### config.mk
export PLATFORM = sky130hd
export DESIGN_NAME = pwm_multi_channel
export DESIGN_NICKNAME = d
export VERILOG_FILES = /design/src/rtl/pwm_multi_channel.sv
export SDC_FILE = /design/constraint.sdc
export NUM_CORES = 1
export LEC_CHECK = 0
export CAP_MARGIN = 20
export CORE_ASPECT_RATIO = 1.2
export CORE_UTILIZATION = 57
export CTS_BUF_LIST = sky130_fd_sc_hd__clkbuf_4 sky130_fd_sc_hd__clkbuf_8 sky130_fd_sc_hd__clkbuf_16
export CTS_CLUSTER_SIZE = 28
export DETAILED_ROUTE_END_ITERATION = 12
export PLACE_DENSITY = 0.82
export SKIP_CTS_REPAIR_TIMING = 1
export SLEW_MARGIN = 15
export SYNTH_ARGS = -nofsm -noshare
export SYNTH_HDL_FRONTEND = slang
export SYNTH_SLANG_ARGS = --single-unit
### constraint.sdc
create_clock -name clk -period 9.72 [get_ports clk]
set_clock_uncertainty 0.2 [all_clocks]
set_input_delay 1.944 -clock clk [delete_from_list [all_inputs] [get_ports clk]]
set_output_delay 1.944 -clock clk [all_outputs]
set_load 0.01 [all_outputs]
### src/rtl/pwm_multi_channel.sv
// Multi-channel PWM generator: one shared period counter with edge/center-aligned
// modes, per-channel polarity, and shadowed configuration that updates only at period boundaries.
module pwm_multi_channel #(
  parameter int WIDTH    = 16,
  parameter int CHANNELS = 4
) (
  input  logic                      clk,
  input  logic                      reset,
  input  logic [WIDTH-1:0]          period,
  input  logic [WIDTH*CHANNELS-1:0] active,
  input  logic [CHANNELS-1:0]       polarity,
  input  logic                      center,
  input  logic                      start,
  input  logic                      stop,
  output logic [CHANNELS-1:0]       pwmOut,
  output logic                      running,
  output logic                      period_done
);

  typedef enum logic {IDLE, RUN} state_t;
  typedef enum logic {UP, DOWN}  dir_t;

  state_t                    state, next_state;
  dir_t                      dir, dir_next;
  logic [WIDTH-1:0]          cnt, cnt_next;
  logic [WIDTH-1:0]          sh_period;
  logic [WIDTH*CHANNELS-1:0] sh_active;
  logic [CHANNELS-1:0]       sh_pol;
  logic                      sh_center;

  logic                      accept, boundary, load, done_next;
  logic [WIDTH-1:0]          p_next;
  logic [WIDTH*CHANNELS-1:0] a_next;
  logic [CHANNELS-1:0]       pol_next, pwm_next;
  logic                      c_next;

  // Saturation at A>=P keeps P-A from underflowing in the center-mode compare.
  function automatic logic raw_level(input logic [WIDTH-1:0] c, input logic [WIDTH-1:0] p,
                                     input logic [WIDTH-1:0] a, input logic ctr);
    if (a >= p)   return 1'b1;
    else if (ctr) return c >= (p - a);
    else          return c < a;
  endfunction

  assign accept   = (state == IDLE) && start && !stop;
  assign boundary = (state == RUN) && !stop &&
                    (sh_center ? (dir == DOWN && cnt == '0) : (cnt == sh_period - WIDTH'(1)));
  assign load     = accept || boundary;

  assign p_next   = load ? period   : sh_period;
  assign a_next   = load ? active   : sh_active;
  assign pol_next = load ? polarity : sh_pol;
  assign c_next   = load ? center   : sh_center;

  assign running  = (state == RUN);

  // NOTE: asynchronous reset lives only in the sensitivity list; nothing else may be edge-triggered on it.
  always_ff @(posedge clk or negedge reset) begin
    if (!reset) state <= IDLE;
    else        state <= next_state;
  end

  // NOTE: every combinational output gets a default first so no path leaves it unassigned (no latch).
  always_comb begin
    next_state = state;
    case (state)
      IDLE: if (accept && period != '0) next_state = RUN;
      RUN: begin
        if (stop)                            next_state = IDLE;
        else if (boundary && period == '0)   next_state = IDLE;
      end
      default: next_state = IDLE;
    endcase
  end

  always_comb begin
    cnt_next  = '0;
    dir_next  = UP;
    done_next = 1'b0;
    if (state == RUN && !stop) begin
      if (boundary) begin
        done_next = 1'b1;
      end else if (sh_center) begin
        if (dir == UP) begin
          // Peak value is held for a second cycle as the first down-phase step.
          if (cnt == sh_period - WIDTH'(1)) begin
            cnt_next = cnt;
            dir_next = DOWN;
          end else begin
            cnt_next = cnt + WIDTH'(1);
          end
        end else begin
          cnt_next = cnt - WIDTH'(1);
          dir_next = DOWN;
        end
      end else begin
        cnt_next = cnt + WIDTH'(1);
      end
    end
    if (next_state == IDLE) begin
      cnt_next = '0;
      dir_next = UP;
    end
    for (int i = 0; i < CHANNELS; i++) begin
      if (next_state == RUN)
        pwm_next[i] = raw_level(cnt_next, p_next, a_next[i*WIDTH +: WIDTH], c_next) ^ pol_next[i];
      else
        pwm_next[i] = pol_next[i];
    end
  end

  // NOTE: sequential state uses non-blocking assignments so all flops update from pre-edge values.
  always_ff @(posedge clk or negedge reset) begin
    if (!reset) begin
      cnt         <= '0;
      dir         <= UP;
      sh_period   <= '0;
      sh_active   <= '0;
      sh_pol      <= '0;
      sh_center   <= 1'b0;
      pwmOut      <= '0;
      period_done <= 1'b0;
    end else begin
      cnt         <= cnt_next;
      dir         <= dir_next;
      sh_period   <= p_next;
      sh_active   <= a_next;
      sh_pol      <= pol_next;
      sh_center   <= c_next;
      pwmOut      <= pwm_next;
      period_done <= done_next;
    end
  end

endmodule

# Word level (Yosys, flattened, before mapping)

Index checks and enable logic that the tools add are counted.

Register bits: 108
Input bits: 89
Bits in writable memories: 0
Word-level logic and storage cells: 85
Latch bits: 0
Memories kept: 0
Bits in read-only memories: 0

Shifts and indexed selects: 0
Bitwise operators: 5
$add $sub $neg: 7
Multiplexer cells: 39
Multipliers: 0
Order comparisons: 12
Reductions and logical operators: 12
Equal/unequal tests: 1
Div/mod/pow operators: 0

Operator list:

| operator                                                              | count |
|---|---|
| 16-bit greater-or-equal comparator                                    | 8 |
| 16-bit two-way mux                                                    | 7 |
| 16-bit less-than comparator                                           | 4 |
| 64-bit two-way mux                                                    | 1 |
| 16-bit subtractor                                                     | 4 |
| 16-bit zero test                                                      | 2 |
| 16-bit by 1-bit subtractor with 16-bit output (second input constant) | 2 |
| 1-bit two-way mux                                                     | 29 |
| 16-bit by 1-bit adder with 16-bit output (second input constant)      | 1 |
| 16-bit == test                                                        | 1 |
| 16-bit nonzero test                                                   | 1 |
| 1-bit logical AND                                                     | 7 |
| 4-bit two-way mux                                                     | 1 |
| 1-bit bitwise XOR                                                     | 4 |
| 1-bit case mux with 2 select lines                                    | 1 |
| 1-bit zero test                                                       | 1 |
| 1-bit logical OR                                                      | 1 |
| 1-bit inverter                                                        | 1 |

# Logic depth before layout (Yosys ltp)

Depth after elaboration: 15
Mapped depth: 40
Gate-level depth less buffers: 34

# Worst setup path after synthesis

No wires, ideal clock.

Kind: input port to flip-flop
Start point: input port stop
End point: register pwmOut[1]
Data required time: 9,400 ps
Data arrival time: 8,944 ps
Library setup time: 120 ps
Cell stages on the path: 33
Slack: 456 ps
Cell sequence: nand2b_1 > or4_1 > o22ai_1 > nand2_1 > and2_1 > buf_1 > nand2_1 > buf_2 > buf_2 > buf_2 > buf_2 > clkbuf_1 > o21ai_0 > ha_1 > nor2b_1 > nor2_1 > maj3_1 > maj3_1 > maj3_1 > maj3_1 > a211o_1 > a2111oi_0 > o21a_1 > o21ai_0 > mux2i_1 > a2111oi_0 > ha_1 > o21ai_0 > a21oi_1 > o41ai_1 > nand3b_1 > a311o_1 > o211a_1

Longest elaborated chain between the ends: 14
Elaborated cells on any way between the ends: 27
Classes of those cells: 1 x add/sub; 3 x order compare; 15 x mux; 1 x bitwise; 7 x reduce/logical

RTL lines:

| item                                                                       | RTL line | text |
|---|---|---|
| from (decl)                                                                | 14       | `input logic stop,` |
| parallel branches: the longest is 13 deep, another holds 16-bit subtractor | --       |  |
| 1-bit two-way mux (*)                                                      | 105      | `if (next_state == RUN)` |
| named net pwm_next[1]                                                      | 34       | `logic [CHANNELS-1:0] pol_next, pwm_next;` |
| to (signal assigned)                                                       | 130      | `pwmOut <= pwm_next;` |
| to (decl)                                                                  | 15       | `output logic [CHANNELS-1:0] pwmOut,` |

Mark *: on every way through the listed nets, which the timed path passes. The select of a mux whose other input is x is not followed.

# Worst setup path in the final report

Start point: input port stop
End point: register pwmOut[1]

Elaborated cells on any way between the ends: 27
Classes of those cells: 1 x add/sub; 3 x order compare; 15 x mux; 1 x bitwise; 7 x reduce/logical

RTL lines:

| item                               | RTL line | text |
|---|---|---|
| 1-bit zero test (*)                | 45, 46   |  |
| 1-bit logical AND (2 in a row)     | 46       | `assign boundary = (state == RUN) && !stop &&` |
| 1-bit logical OR (*)               | 48       | `assign load = accept \|\| boundary;` |
| 64-bit two-way mux (*)             | 51       | `assign a_next = load ? active : sh_active;` |
| named net a_next[16]               | 33       | `logic [WIDTH*CHANNELS-1:0] a_next;` |
| 16-bit subtractor                  | 41       | `else if (ctr) return c >= (p - a);` |
| 16-bit greater-or-equal comparator | 41       |  |
| 1-bit two-way mux                  | 41       |  |
| 1-bit two-way mux (*)              | 40       | `if (a >= p) return 1'b1;` |
| 1-bit two-way mux (*)              | 105      |  |
| 1-bit bitwise XOR (*)              | 106      | `pwm_next[i] = raw_level(cnt_next, p_next, a_next[i*WIDTH +: WIDTH], c_next) ^ pol_next[i];` |
| 1-bit two-way mux (*)              | 105      |  |
| named net pwm_next[1]              | 34       |  |

The timed path passes the listed nets; every way through them passes the cells marked *. The select of a mux whose other input is x is not followed.

==> summary.txt <==
Outcome
  • Status: finished, final reports clean

Synthesis
  • Dominant synthesized flop cell: dfrtp_1
  • Synthesized cell area: ~12000 um2
  • Synth Net Count: 1790
  • Largest area contributor in the netlist: dfrtp_1
  • Register area share after synthesis: 0.217
  • Synth top area cells: dfrtp_1, ha_1, nand2_1, mux2i_1, xnor2_1
  • Async set-reset flop share out of synthesis: 1.00
  • Synth cell types: 85
  • Yosys reg bits: 108
  • Ys Warns: 0
  • Cells after Synth: between 1500 and 2000
  • Post-synth EDFFs: 0
  • Area share of the largest cell type after synthesis: 0.217
  • Syn_area_per_cell: around 8 um2

Power and ir drop
  • Reg power frac: 0.221
  • Combinational cell fraction of total power: 0.641
  • NetSw: roughly 1.3 mW
  • Sw Share: 0.470
  • Clock network power share: 0.139
  • Leak Pwr: roughly 7.1 nW
  • Max IR drop VDD: roughly 0.13 mV
  • Int Power: around 1.5 mW
  • PwrDens: roughly 200 nW/um2

Critical path
  • R2R Setup Slk: approximately 1.1 ns
  • Worst Setup EP: pwmOut[1]$_DFF_PN0_
  • Worst r2r dst: pwmOut[1]$_DFF_PN0_
  • Crit path DAT: just over 9 ns
  • R2r startpoint: sh_period[1]$_DFF_PN0_
  • Largest fanout on the critical path: 19
  • Critical Path Start: stop
  • Required @ worst endpoint: about 10 ns
  • Reg2Reg Depth: 28
  • Startpoint Class: input pin
  • Critical path type: input pin to register
  • Critical Path End Type: register

Die
  • IO Pins: 95
  • Chip width: around 140 um
  • Core region area: around 21000 um2
  • Die Y: roughly 160 um
  • Die area: roughly 22000 um2
  • Starting density of the core: 0.588
  • Floorplan row count: between 50 and 60

Global routing
  • Initial antenna violation count: 0
  • Vias in the first global route: between 10000 and 15000
  • Pin count of the biggest net entering global routing: between 60 and 70
  • Total track usage: 0.365
  • First-pass GRT wire length: 61900 um
  • Grt total ovfl: 0

Clocking
  • Worst-case clock buffer depth: 2
  • Clock Latency Late Sink: approximately 0.37 ns
  • Clk pin slew, worst setup/hold paths: ~0.080 ns
  • Root Driver: clkbuf_16
  • Total CTS buffers: 9
  • TritonCTS clock tree: built
  • H-tree depth: 3
  • Clk sink count: between 100 and 150

Final layout
  • P&R area growth vs syn: 12.4%
  • N_diodes: 0
  • Layout cells sized above 1: 0.0509
  • Final Util: 0.661
  • Non-filler cells, final: ~1900
  • Nets@finish: ~1900

Placement
  • RePlAce Congestion: between 0.9 and 1
  • Dpl hpwl: between 30000 and 40000 um
  • Post-Place Setup Slack: 0.485 ns
  • Placed cell count: 1865
  • IO Port Bufs: 94

Timing
  • Final max-slew violation count: 0
  • Slew HR: 0.356
  • Period minus WS final: roughly 9 ns
  • RSZ-0062 raised after global routing: false
  • Endpoints failing setup: 0
  • Hold WS: 0.274 ns
  • Setup tns final: 0 ns
  • Period utilization: 0.933
  • Final WS setup: around 0.65 ns
  • Hold Fails Final Rpt: 0
  • Achievable frequency: between 100 and 150 MHz
  • Worst Tran Pin Value: ~0.96 ns

Run
  • Max cap viols: 0

Route
  • Drt total wl: 39700 um
  • Pre-Repair DR Iteration Count: 5
  • Routed Antenna Nets: 0
  • DRT iter0 DRCs: between 800 and 900
  • DRC: 0
  • Vias: 12054
  • Vias per cell: between 6 and 7
  • Routed wire per std cell: between 20 and 25 um

Worst hold path
  • HP Class: register to register
## synthesized netlist by cell type (9+ instances only)
cell type / number
ha_1: 167
buf_2: 17
a21oi_1: 94
maj3_1: 33
nand2b_1: 28
buf_1: 11
a221oi_1: 10
nor2b_1: 21
xnor2_1: 55
nand2_1: 160
o21a_1: 12
nor2_1: 89
nand3_1: 36
inv_1: 115
mux2i_1: 55
o21bai_1: 9
o21ai_0: 82
a31oi_1: 15
and2_1: 12
xor2_1: 53
nand4_1: 22
dfrtp_1: 108
clkbuf_1: 34
nor3_1: 36
a211oi_1: 16
and3_1: 10
a21o_1: 59
nor4_1: 13
## power groups by stage
stage	Combinational, mW	Clock [mW]	Sequential [mW]
3_5_place_dp	1.76	0	0.625
6_report	1.80	0.389	0.619
3_3_place_gp	1.73	0	0.621
2_1_floorplan	1.33	0	0.593
5_1_grt	2.00	0.407	0.627
4_1_cts	1.78	0.393	0.616
## state kept, by name (all words and copies together) (netlist names), named ones only
register / flops
cnt: 16
dir: 1
period_done: 1
pwmOut: 4
running: 1
sh_active: 64
sh_center: 1
sh_period: 15
sh_pol: 4
## critical path: stages
cell and delay, ns:
clkdlybuf4s50_1 0.47, nand2b_1 0.19, or4_1 0.41, o22ai_1 0.27, o21a_1 0.19, nand4_1 0.14
buf_4 0.28, nand3_1 0.12, nand2_1 0.08, ha_1 0.23, fa_1 0.45, maj3_1 0.38
maj3_1 0.38, maj3_1 0.37, maj3_1 0.35, o21ai_0 0.53, nand4_1 0.16, a21oi_1 0.20
xnor2_1 0.14, ha_1 0.26, a21oi_1 0.12, o21ai_0 0.16, a41o_1 0.27, o41ai_1 0.48
nand3b_1 0.15, a311o_1 0.29, o211a_1 0.11
## placed cells by master (no fill, tap or decap), types with 10 or more instances in the layout
cell type | synthesis | routed
ha_1 | 167 | 167
nand2_1 | 160 | 159
inv_1 | 115 | 115
dfrtp_1 | 108 | 108
a21oi_1 | 94 | 94
clkdlybuf4s50_1 | 0 | 93
nor2_1 | 89 | 89
o21ai_0 | 82 | 82
a21o_1 | 59 | 59
xnor2_1 | 55 | 55
mux2i_1 | 55 | 55
xor2_1 | 53 | 53
nor3_1 | 36 | 36
nand3_1 | 36 | 36
maj3_1 | 33 | 33
buf_4 | 0 | 33
nand2b_1 | 28 | 28
nand4_1 | 22 | 22
nor2b_1 | 21 | 21
a211oi_1 | 16 | 16
a31oi_1 | 15 | 15
nor4_1 | 13 | 13
o21a_1 | 12 | 12
and2_1 | 12 | 12
and3_1 | 10 | 10
a221oi_1 | 10 | 10
## per-stage QoR
stage	total power [mW]	instance area [um2]
3_3_place_gp	2.35	13700
2_1_floorplan	1.93	12500
6_report	2.81	14000
5_1_grt	3.03	14000
3_5_place_dp	2.39	13700
4_1_cts	2.79	14000
## final cells by class
cell class | count | area [um2]
multi-input combinational | 1243 | 9050
timing repair buffer | 126 | 1180
clock buffer | 9 | 225
clock inverter | 7 | 77.6
fill | 1875 | 7180
inverter | 118 | 443
tap | 270 | 338
sequential | 108 | 2700
## metal layers
layer / vias to the layer above / GRT usage / part of all wire
met2: 555 / 0.606 / 0.47
met1: 5669 / 0.461 / 0.41
met4: 0 / 0.182 / 0.052
li1: 5701 / - / -
met3: 129 / 0.0491 / 0.076
met5: - / 0 / 0
## worst min path at each step
| stage | slack [ns] | depth (start not counted) | startpoint | end |
|---|---|---|---|---|
| 4_1_cts | 0.28 | 2 | sh_active[30]$_DFF_PN0_ | sh_active[30]$_DFF_PN0_ |
| 5_1_grt | 0.29 | 2 | sh_active[14]$_DFF_PN0_ | sh_active[14]$_DFF_PN0_ |
| 2_1_floorplan | 0.23 | 2 | sh_active[14]$_DFF_PN0_ | sh_active[14]$_DFF_PN0_ |
| 3_3_place_gp | 0.25 | 2 | sh_active[38]$_DFF_PN0_ | sh_active[38]$_DFF_PN0_ |
| 6_report | 0.27 | 2 | sh_active[14]$_DFF_PN0_ | sh_active[14]$_DFF_PN0_ |
| 3_5_place_dp | 0.26 | 2 | sh_active[30]$_DFF_PN0_ | sh_active[30]$_DFF_PN0_ |
## logic make-up (layout without fill, tap and decap cells)
family / Yosys count / count (layout) / share of synthesized area
mux: 60 / 60 / 0.0487
buf+inv: 182 / 260 / 0.0580
compound gates: 397 / 397 / 0.215
simple gates: 477 / 477 / 0.190
flops: 108 / 108 / 0.217
fa+ha+maj: 201 / 201 / 0.196
xor+xnor: 108 / 108 / 0.0759
(Power assumes the default switching activity.)
